File: src/rtl/mux_arb_pkg.sv
// Shared types and constants for the round-robin mux select arbiter.
// Optional stats port is enabled by MUX_SEL_ARBITER_STATS_EN.
package mux_arb_pkg;

   typedef enum logic [1:0] {
      IDLE = 2'd0,
      GNT0 = 2'd1,
      GNT1 = 2'd2
   } arb_state_e;

   localparam int unsigned HOLD_CYCLES_DEF = 4;
   localparam int unsigned STATS_W         = 16;

   function automatic logic [1:0] state_grant(arb_state_e s);
      logic [1:0] g;
      g = 2'b00;
      if (s == GNT0) g = 2'b01;
      if (s == GNT1) g = 2'b10;
      return g;
   endfunction

endpackage

File: src/rtl/mux_sel_arbiter_hold_counter.sv
// Grant hold-window counter; expired flags the last cycle of a window.
// Count clears on clr and never wraps past HOLD_CYCLES-1.
module arb_hold_counter
   import mux_arb_pkg::*;
#(
   parameter int unsigned HOLD_CYCLES = HOLD_CYCLES_DEF,
   parameter int unsigned CNT_W       = 8
) (
   input  logic clk,
   input  logic rst_n,
   input  logic clr,
   input  logic en,
   output logic expired
);

   localparam logic [CNT_W-1:0] LAST_CNT = CNT_W'(HOLD_CYCLES - 1);

   logic [CNT_W-1:0] cnt_q;
   logic [CNT_W-1:0] cnt_d;

   always_comb begin
      cnt_d = cnt_q;
      if (clr) begin
         cnt_d = '0;
      end else if (en && cnt_q != LAST_CNT) begin
         cnt_d = cnt_q + 1'b1;
      end
   end

   always_ff @(posedge clk) begin
      if (!rst_n) begin
         cnt_q <= '0;
      end else begin
         cnt_q <= cnt_d;
      end
   end

   assign expired = (cnt_q == LAST_CNT);

endmodule

File: src/rtl/mux_sel_arbiter.sv
// Round-robin 2-source arbiter driving a registered mux select.
// MUX_SEL_ARBITER_STATS_EN adds a saturating direct-switch counter.
module mux_sel_arbiter
   import mux_arb_pkg::*;
#(
   parameter int unsigned HOLD_CYCLES = HOLD_CYCLES_DEF,
   parameter int unsigned CNT_W       = 8
) (
   input  logic       clk,
   input  logic       rst_n,
   input  logic [1:0] req,
   input  logic       last,
   output logic       sel,
   output logic [1:0] grant,
   output logic       busy
`ifdef MUX_SEL_ARBITER_STATS_EN
   ,
   output logic [STATS_W-1:0] switch_count
`endif
);

   arb_state_e state_q;
   arb_state_e state_d;
   logic       ptr_q;
   logic       ptr_d;
   logic [1:0] grant_q;
   logic       sel_q;
   logic       busy_q;

   logic in_gnt;
   logic cur;
   logic oth;
   logic expired;
   logic rel;

   assign in_gnt = (state_q == GNT0) || (state_q == GNT1);
   assign cur    = (state_q == GNT1);
   assign oth    = ~cur;
   assign rel    = in_gnt & (~req[cur] | last | expired);

   arb_hold_counter #(
      .HOLD_CYCLES (HOLD_CYCLES),
      .CNT_W       (CNT_W)
   ) u_hold (
      .clk     (clk),
      .rst_n   (rst_n),
      .clr     (rel | ~in_gnt),
      .en      (in_gnt & ~rel),
      .expired (expired)
   );

   always_comb begin
      state_d = state_q;
      ptr_d   = ptr_q;
      case (state_q)
         IDLE: begin
            if (req == 2'b11) begin
               state_d = ptr_q ? GNT1 : GNT0;
            end else if (req[0]) begin
               state_d = GNT0;
            end else if (req[1]) begin
               state_d = GNT1;
            end
         end
         GNT0, GNT1: begin
            if (rel) begin
               ptr_d = oth;
               if (req[oth]) begin
                  state_d = oth ? GNT1 : GNT0;
               end else if (req[cur] && !last && expired) begin
                  // hold window ran out with no contender: fresh window
                  state_d = state_q;
               end else begin
                  state_d = IDLE;
               end
            end
         end
         default: state_d = IDLE;
      endcase
   end

   always_ff @(posedge clk) begin
      if (!rst_n) begin
         state_q <= IDLE;
         ptr_q   <= 1'b0;
         grant_q <= 2'b00;
         sel_q   <= 1'b0;
         busy_q  <= 1'b0;
      end else begin
         state_q <= state_d;
         ptr_q   <= ptr_d;
         grant_q <= state_grant(state_d);
         busy_q  <= (state_d != IDLE);
         // sel keeps its last value through IDLE so the mux never glitches
         if (state_d == GNT0) sel_q <= 1'b0;
         if (state_d == GNT1) sel_q <= 1'b1;
      end
   end

   assign grant = grant_q;
   assign sel   = sel_q;
   assign busy  = busy_q;

`ifdef MUX_SEL_ARBITER_STATS_EN
   logic [STATS_W-1:0] sw_cnt_q;
   logic               sw_hit;

   assign sw_hit = rel & req[oth];

   always_ff @(posedge clk) begin
      if (!rst_n) begin
         sw_cnt_q <= '0;
      end else if (sw_hit && sw_cnt_q != '1) begin
         sw_cnt_q <= sw_cnt_q + 1'b1;
      end
   end

   assign switch_count = sw_cnt_q;
`endif

endmodule

File: config.mk
export PLATFORM = sky130hd
export DESIGN_NAME = mux_sel_arbiter
export DESIGN_NICKNAME = d
export VERILOG_FILES = /design/src/rtl/mux_arb_pkg.sv /design/src/rtl/mux_sel_arbiter_hold_counter.sv /design/src/rtl/mux_sel_arbiter.sv
export SDC_FILE = /design/constraint.sdc
export NUM_CORES = 1
export LEC_CHECK = 0
export ABC_AREA = 1
export CAP_MARGIN = 40
export CORE_MARGIN = 2
export CORE_UTILIZATION = 56
export CTS_BUF_LIST = sky130_fd_sc_hd__clkbuf_8
export DETAILED_ROUTE_END_ITERATION = 12
export PLACE_DENSITY_LB_ADDON = 0.3
export SYNTH_ARGS = -nofsm -noshare
export SYNTH_HDL_FRONTEND = slang
export SYNTH_SLANG_ARGS = --single-unit
File: constraint.sdc
create_clock -name clk -period 2.55 [get_ports clk]
set_input_delay 0.255 -clock clk [delete_from_list [all_inputs] [get_ports clk]]
set_output_delay 0.255 -clock clk [all_outputs]
set_load 0.05 [all_outputs]
# [Word level (Yosys, flattened, before mapping)]
# Index checks and enable logic that the tools add are counted.
[op_classes] addsub=1 n_eq_ne=7 n_mux=17 n_lt_le_gt_ge=2 n_reduce_logical=12 bitwise=10
[op_table] op="$mux W2" n=9
[op_table] op="$add A8 B1 Y8 const B" n=1
[op_table] op="$eq A8 B2 Y1 const B" n=1
[op_table] op="$ne A8 B2 Y1 const B" n=1
[op_table] op="$mux W1" n=7
[op_table] op="$eq A2 B2 Y1 const B" n=3
[op_table] op="$reduce_or A2 Y1" n=3
[op_table] op="$not A1 Y1" n=5
[op_table] op="$eq A2 B1 Y1 const B" n=2
[op_table] op="$lt A1 B2 Y1 const B" n=2
[op_table] op="$pmux W2 S2" n=1
[op_table] op="$reduce_bool A2 Y1" n=2
[op_table] op="$logic_and A1 B1 Y1" n=3
[op_table] op="$or A1 B1 Y1" n=3
[op_table] op="$and A1 B1 Y1" n=2
[op_table] op="$logic_not A2 Y1" n=1
[op_table] op="$reduce_and A2 Y1" n=1
[op_table] op="$logic_not A1 Y1" n=1
[op_table] op="$logic_or A1 B1 Y1" n=1
[totals] inputBits=5 out_inout_bits=4 reg_bits=15 elab_cells=56

# [Logic depth before layout (Yosys ltp)]
# Gate-level depths: netlist (run 1).
[logic_depth] word_depth=12 depth_mapped=15 depth_no_buf=15

# [Cells and area by module]
# Synthesis (run 1) repeated with hierarchy kept, for this count alone.
[hier_totals] hier_cells=138 hier_area_um2=929.6
[modules_own_cells] module="arb_hold_counter" seq_area_each_um2=160.2 cells_each=71 n_inst=1 area_per_inst_um2=473.0
[modules_own_cells] module="mux_sel_arbiter" seq_area_each_um2=140.1 cells_each=67 n_inst=1 area_per_inst_um2=456.7

# [Worst setup path after synthesis (run 1)]
# OpenSTA, ideal clock, no wires.
[synth_timing] path_type="flip-flop to flip-flop" start="register state_q[0]" end="register sel_q (netlist: sel)" slack_ns=0.698 setup_ns=0.120 arrival_ns=1.732 n_path_buf=0 stages_incl_launch_ff=14 path_cell_list="dfxtp_1 inv_1 ha_1 nor2_1 nor2_4 nand2_1 nand2_1 inv_1 nand2_1 nand2_1 nand2_2 ha_1 o21ai_0 a21oi_1"
[synth_via] elab_chain_cells=11
[synth_lines] item="from (decl)" line="mux_sel_arbiter.sv:22" source="arb_state_e state_q;"
[synth_lines] item="from (signal assigned)" line="mux_sel_arbiter.sv:90" source="state_q <= state_d;"
[synth_lines] item="$eq A2 B2 Y1" line="mux_sel_arbiter.sv:36, mux_sel_arbiter.sv:37, mux_sel_arbiter.sv:55"
[synth_lines] item="$mux W1 (implied by the code) (2 in a row)" line="mux_sel_arbiter.sv:39, mux_sel_arbiter.sv:70"
[synth_lines] item="$not A1 Y1 / $logic_and A1 B1 Y1 (equally long branches)" line="mux_sel_arbiter.sv:39, mux_sel_arbiter.sv:70"
[synth_lines] item="$or A1 B1 Y1 / $logic_and A1 B1 Y1 (equally long branches)" line="mux_sel_arbiter.sv:39, mux_sel_arbiter.sv:70"
[synth_lines] item="$or A1 B1 Y1 / $mux W2 (equally long branches)" line="mux_sel_arbiter.sv:39, mux_sel_arbiter.sv:70"
[synth_lines] item="$and A1 B1 Y1 / $mux W2 (equally long branches)" line="mux_sel_arbiter.sv:39, mux_sel_arbiter.sv:68"
[synth_lines] item="$mux W2" line="mux_sel_arbiter.sv:66" source="if (rel) begin"
[synth_lines] item="$pmux W2 S2 *" line="mux_sel_arbiter.sv:55" source="case (state_q)"
[synth_lines] item="$eq A2 B2 Y1 / $eq A2 B1 Y1 (equally long branches)" line="mux_sel_arbiter.sv:96, mux_sel_arbiter.sv:95"
[synth_lines] item="$mux W1 / $reduce_bool A2 Y1 (equally long branches)"
[synth_lines] item="to (signal assigned)" line="mux_sel_arbiter.sv:87" source="sel_q <= 1'b0;"
[synth_lines] item="to (signal assigned)" line="mux_sel_arbiter.sv:95" source="if (state_d == GNT0) sel_q <= 1'b0;"
[synth_lines] item="to (signal assigned)" line="mux_sel_arbiter.sv:96" source="if (state_d == GNT1) sel_q <= 1'b1;"
[synth_lines] item="to (decl)" line="mux_sel_arbiter.sv:27" source="logic sel_q;"
# Mark *: on every way between the ends. The rest lies on a longest branch, timed or not. The select of a mux whose other input is x is not followed.
# A chain may end at the register's enable or synchronous reset.

# [Worst setup path in the final report (run 1)]
# Same ends and word-level chain as after synthesis.

==> results of run 1 <==
[routing by layer]
layer	share of wire	vias up	wire length, microns
li1	-	380	-
met1	0.46	312	699
met2	0.47	26	709
met3	0.052	5	79
met4	0.020	0	31
met5	0	-	0
[worst max path at each step]
stage	slack [ns]	to	depth (start not counted)	from
floorplan	0.70	sel$_SDFFE_PN0P_	13	state_q[0]$_SDFF_PN0_
global placement	0.50	sel$_SDFFE_PN0P_	13	req[1]
detailed placement	0.45	sel$_SDFFE_PN0P_	13	req[1]
CTS	0.51	sel$_SDFFE_PN0P_	13	state_q[0]$_SDFF_PN0_
global route	0.27	sel$_SDFFE_PN0P_	13	state_q[0]$_SDFF_PN0_
finish	0.50	sel$_SDFFE_PN0P_	13	state_q[0]$_SDFF_PN0_
[cell families after synthesis]
group | count (synthesis)
and+or+nand+nor | 61
buffers and inverters | 20
DFF | 15
AOI/OAI and AO/OA | 9
adders and majority gates | 7
xor gates and xnor gates | 4
[per-stage QoR]
stage,setup WS (ns),hold slack (ns),util
5_1_grt,0.269,0.490,0.721
2_1_floorplan,0.698,0.353,-
6_report,0.504,0.484,0.721
3_5_place_dp,0.446,0.468,0.687
4_1_cts,0.511,0.482,0.721
3_3_place_gp,0.497,0.444,0.687
[sequential cells by signal, summed over array words and instances (netlist names)]
signal,flops
busy,1
sel,1
state_q,2
u_hold.cnt_q,8
ptr_q,1
grant,2
[power groups by stage]
stage	clock network, mW	registers, mW	logic, mW
3_3_place_gp	0	0.280	0.228
2_1_floorplan	0	0.335	0.114
5_1_grt	0.208	0.278	0.257
4_1_cts	0.197	0.276	0.234
6_report	0.192	0.277	0.233
3_5_place_dp	0	0.281	0.230
[layout make-up]
type | count | area (sq um) | share of cell area
clock buffer | 3 | 41.3 | 0.0429
multi-input combinational | 81 | 442 | 0.459
clock inverter | 1 | 5.00 | 0.00520
sequential | 15 | 300 | 0.312
tap | 15 | 18.8 | 0.0195
timing repair buffer | 8 | 80.1 | 0.0832
inverter | 20 | 75.1 | 0.0780
[cells in the final DEF, fill, tap and decap left out, drive strengths merged]
master,instances
nand3,7
dfxtp,15
nand4,2
ha,7
or2,1
xor2,4
clkdlybuf4s50,8
nand2,26
inv,20
nor3,1
nor2,24
clkinv,1
a21boi,1
clkbuf,3
o21ai,2
a21oi,6
[worst max-delay path, stage by stage (launching register included)]
cell and delay, ns:
dfxtp_1 0.36, inv_1 0.11, ha_1 0.28, nor2_1 0.19, nor2_4 0.08, nand2_1 0.07, nand2_1 0.06, inv_1 0.08
nand2_1 0.06, nand2_1 0.07, nand2_2 0.07, ha_1 0.31, o21ai_0 0.14, a21oi_1 0.05
==> metrics.yaml, run 1 <==
status: "finished clean"
drv_cap: 0
pwr-share-seq: 0.394
grt_use_met1: 0.222
synth_top_cell_area_share: 0.368
numPortBuffers: 8
ys_ff_latch: 15
worst_pin_slew_ns: 0.498
hold_buffers: 0
min_path_type: "flop to flop"
max_freq_ghz: 0.489
combPwrFrac: 0.332
fp.dieH_microns: 42.2
synth_xor_area_frac: 0.0429
grtUsageMet3: 0.0517
yosysMostFrequentCell: "nor2_1"
ios: 9
track_usage: 0.184
clockBufferDepth: 2
fp.coreArea_sq_um: 1330
setup_viol: 0
slew_headroom: 0.667
cp-start-kind: "flop"
path_class: "flop to flop"
p_sw_frac: 0.357
synthTopCellsByArea: "dfxtp_1 37%, ha_1 11%, nor2_1 11%"
synth_compound_area_frac: 0.0582
hold_start: "u_hold.cnt_q[0]$_SDFFE_PP0P_"
grt_antenna_before_repair: 0
hpwl_microns: 1090
r2r_cells: 13
crit_path_end_kind: "flop"
rsz0062_at_grt: "false"
drc_errors: 0
cts_tree: "built"
peakVddDrop_uv: 567
postRouteAntennaNets: 0
fin_crit_sh: 0.802
cts.sink_count: 15
finalNonFillerCells: 143
r2r_start: "state_q[0]$_SDFF_PN0_"
globalRouteMet2Util: 0.295
wl_per_cell_microns: 10.6
n_fill_cell: 108
n_antenna_cell: 0
hold_viol_final: 0
fin_worst_skew_ns: 0.000354
hold_depth: 1
internal-power_uw: 451
htreeDepth: 1
fin_tns_setup_ns: 0
globalplace.congestion: 0.867
syn_nets: 128
fin_nets: 141
synth_edf_count: 0
hold-path-endpoint: "u_hold.cnt_q[0]$_SDFFE_PP0P_"
cts_setup_buffers: 0
crit_arrival_ns: 2.19
grt_pass1_vias: 615
dp_cells: 139
start_util: 0.613
via_per_inst: 5.06
clockRootBuffer: "clkbuf_8"
required_ns: 2.69
r2r-end: "sel$_SDFFE_PN0P_"
period_needed_ns: 2.05
cts_buffers: 3
synth-warning-count: 0
synth.avg_cell_area_sq_um: 7.04
clkTransAtPathRegs_ns: 0.06
drt_iter0_markers: 9
die-area_sq_um: 1780
power_leakage_nw: 0.445
post_cts_resized: 0
place_area_sq_um: 916
grt_overflow_total: 0
ys_top_cells_by_count: "23 x nor2_1, 21 x nand2_1, 18 x inv_1, 15 x dfxtp_1, 7 x ha_1"
top_usage_layer: "met2"
ff2ff_setup_slack_ns: 0.50
drive_above_1_share: 0.109
vias: 723
area_growth_pct: 17.8
synth_ff_type: "dfxtp_1"
routed_wl_microns: 1520
synth_cell_types: 17
synth-seq-area-share: 0.368
finalMaxSlewViolations: 0
grt_max_degree: 10
async_flop_share: 0
p_per_area_nw_per_um2: 729
synthMuxAreaShare: 0
clk_latency_ns: 0.25
final_area_sq_um: 962
syn_area_sq_um: 817
crit_fanout: 5
synth_top_family_by_area: "simple AND/OR/NAND/NOR gates"
grt_pass1_wl_microns: 2470
first_pass_iters: 4
netlist_instances: 116
yosys.area_share.simple: 0.332
synth_fa_ha_area_frac: 0.107
p_total_uw: 702
num_rows: 13
synth_top_area_cell: "dfxtp_1"
p_switching_uw: 250
die_w_microns: 42.2
pwr-share-clk: 0.274
Note: power is estimated with default switching activity, not from simulation.
==> inputs of run 2 (changes only) <==
--- a/config.mk
+++ b/config.mk
@@ -8,7 +8,7 @@
 export ABC_AREA = 1
 export CAP_MARGIN = 40
 export CORE_MARGIN = 2
-export CORE_UTILIZATION = 56
+export CORE_UTILIZATION = 51
 export CTS_BUF_LIST = sky130_fd_sc_hd__clkbuf_8
 export DETAILED_ROUTE_END_ITERATION = 12
 export PLACE_DENSITY_LB_ADDON = 0.3
==> constraint.sdc (replaced) <==
create_clock -name clk -period 1.7 [get_ports clk]
set_input_delay 0.17 -clock clk [delete_from_list [all_inputs] [get_ports clk]]
set_output_delay 0.17 -clock clk [all_outputs]
set_load 0.05 [all_outputs]
==> run 2 against run 1 <==
The run now ends with setup timing left. Die area increased by 8.9%. Clock skew increased by 0.00090 ns. Design area increased by 22%. Cell count increased by 12%. Fmax increased by 11%. Sequential power increased by 51%.
==> metrics.yaml, run 2 (synthesized netlist as in run 1, its figures left out) <==
rsz0062_at_grt: "true"
ios: 9
critical_path.top_delay_family: "simple AND/OR/NAND/NOR gates"
fin_ws_ns: -0.151
grt_pass1_vias: 782
largest-register: "u_hold.cnt_q"
final_area_sq_um: 1180
numPortBuffers: 8
fin_nets: 157
hpwl_microns: 1240
wl_per_cell_microns: 11.6
globalplace.congestion: 0.876
cp-start-kind: "flop"
required_ns: 1.88
slowest_stage: "dfxtp_2"
cts_tree: "built"
die-area_sq_um: 1940
clk_latency_ns: 0.25
finalMaxSlewViolations: 0
vias: 787
period_needed_ns: 1.85
p_per_area_nw_per_um2: 1050
crit_fanout: 5
power_leakage_nw: 0.522
hold_viol_final: 0
drt_iter0_markers: 18
cpPeakStageDelay_ns: 0.33
start_util: 0.542
clkTransAtPathRegs_ns: 0.06
min_path_type: "flop to flop"
area_growth_pct: 44.0
cts_buffers: 3
crit_arrival_ns: 2.04
fin_crit_sh: 1.09
first_pass_iters: 4
cts.sink_count: 15
path_class: "flop to flop"
clockBufferDepth: 2
max_freq_ghz: 0.540
worst_pin_slew_ns: 0.493
cpMostUsedCell: "nand2_2"
clockRootBuffer: "clkbuf_8"
grt_pass1_wl_microns: 3060
drc_errors: 0
grt_max_degree: 10
setup_viol: 3
place_area_sq_um: 1030
postRouteAntennaNets: 0
slew_headroom: 0.670
crit_path_end_kind: "flop"
via_per_inst: 4.92
drv_cap: 0
largest_reg_flops: 8
path_cells: "inv_2 > ha_4 > nand2_2 > nand2_2 > nor2_4 > nand3_2 > nor2_1 > nor2_1 > nand2_2 > nand2_4 > ha_4 > o21ai_2 > a21oi_1"
path_buf_inv: 1
layout_commonest_cell: "nor2_1"
finalCoreUtilization: 0.781
violations: "setup timing"
pre_cts_slack_ns: -0.214
die_w_microns: 44.0
n_antenna_cell: 0
fin_worst_skew_ns: 0.00126
track_usage: 0.215
peakVddDrop_uv: 885
status: "complete, but fails checks"
htreeDepth: 1
grt_overflow_total: 0
fp.coreArea_sq_um: 1510
fp.dieH_microns: 44.0
layout.cells.most_common_list: "21 x nor2_1, 16 x buf_4, 15 x inv_1"
routed_wl_microns: 1860
p_total_mw: 1.23
grt_antenna_before_repair: 0
num_rows: 14
drive_above_1_share: 0.354
## run 2: cell types whose count changed in the layout (fill, tap and decap cells not counted), sizes merged
cell and change:
buf +16
## run 2: path summary, 6_finish.rpt
kind / from / endpoint / slack, ns / depth (start not counted)
hold reg to reg: u_hold.cnt_q[0]$_SDFFE_PP0P_ / u_hold.cnt_q[0]$_SDFFE_PP0P_ / 0.54 / 2
hold / removal: u_hold.cnt_q[0]$_SDFFE_PP0P_ / u_hold.cnt_q[0]$_SDFFE_PP0P_ / 0.54 / 2
setup reg to reg: state_q[0]$_SDFF_PN0_ / sel$_SDFFE_PN0P_ / -0.15 / 13
setup / recovery: state_q[0]$_SDFF_PN0_ / sel$_SDFFE_PN0P_ / -0.15 / 13
## run 2: area by class of cell
type / instances / area (sq um)
Clock buffer: 3 / 41.3
Inverter: 20 / 75.1
Sequential cell: 15 / 304
Fill cell: 103 / 330
Timing Repair Buffer: 24 / 200
Tap cell: 16 / 20.0
Clock inverter: 1 / 5.00
Multi-Input combinational cell: 81 / 531
## run 2: power by group
| part | switching, mW | leakage [nW] | internal [mW] |
|---|---|---|---|
| registers | 0.0241 | 0.124 | 0.394 |
| logic | 0.300 | 0.373 | 0.222 |
| clock network | 0.131 | 0.0255 | 0.163 |
| total | 0.455 | 0.522 | 0.778 |
## run 2: what timing repair did
action / 4_1_cts / 5_1_grt
pin swaps: 9 / 6
endpoints found under the setup margin: 3 / 4
gates resized for setup: 6 / 12
hold buffers: 0 / 0
cloned: 0 / 0
setup buffers: 4 / 1
## run 2: tightest hold or removal path, stage by stage, from the launching register on
cell and delay, ns:
dfxtp_2 0.35, buf_4 0.12, nor2_1 0.04
## run 2: per-layer routing
layer / GRT usage / share of wire
met1: 0.247 / 0.42
met2: 0.359 / 0.53
met3: 0.0776 / 0.034
met4: 0.0909 / 0.018
met5: 0 / 0
## run 2: metrics by stage
stage                     instances  TNS, ns  hold WS [ns]
after floorplan                 116        0         0.268
after global placement          151   -0.408         0.489
after detailed placement        151   -0.598         0.500
after CTS                       159  -0.0266         0.533
after global routing            160   -0.474         0.550
final                           160   -0.283         0.537
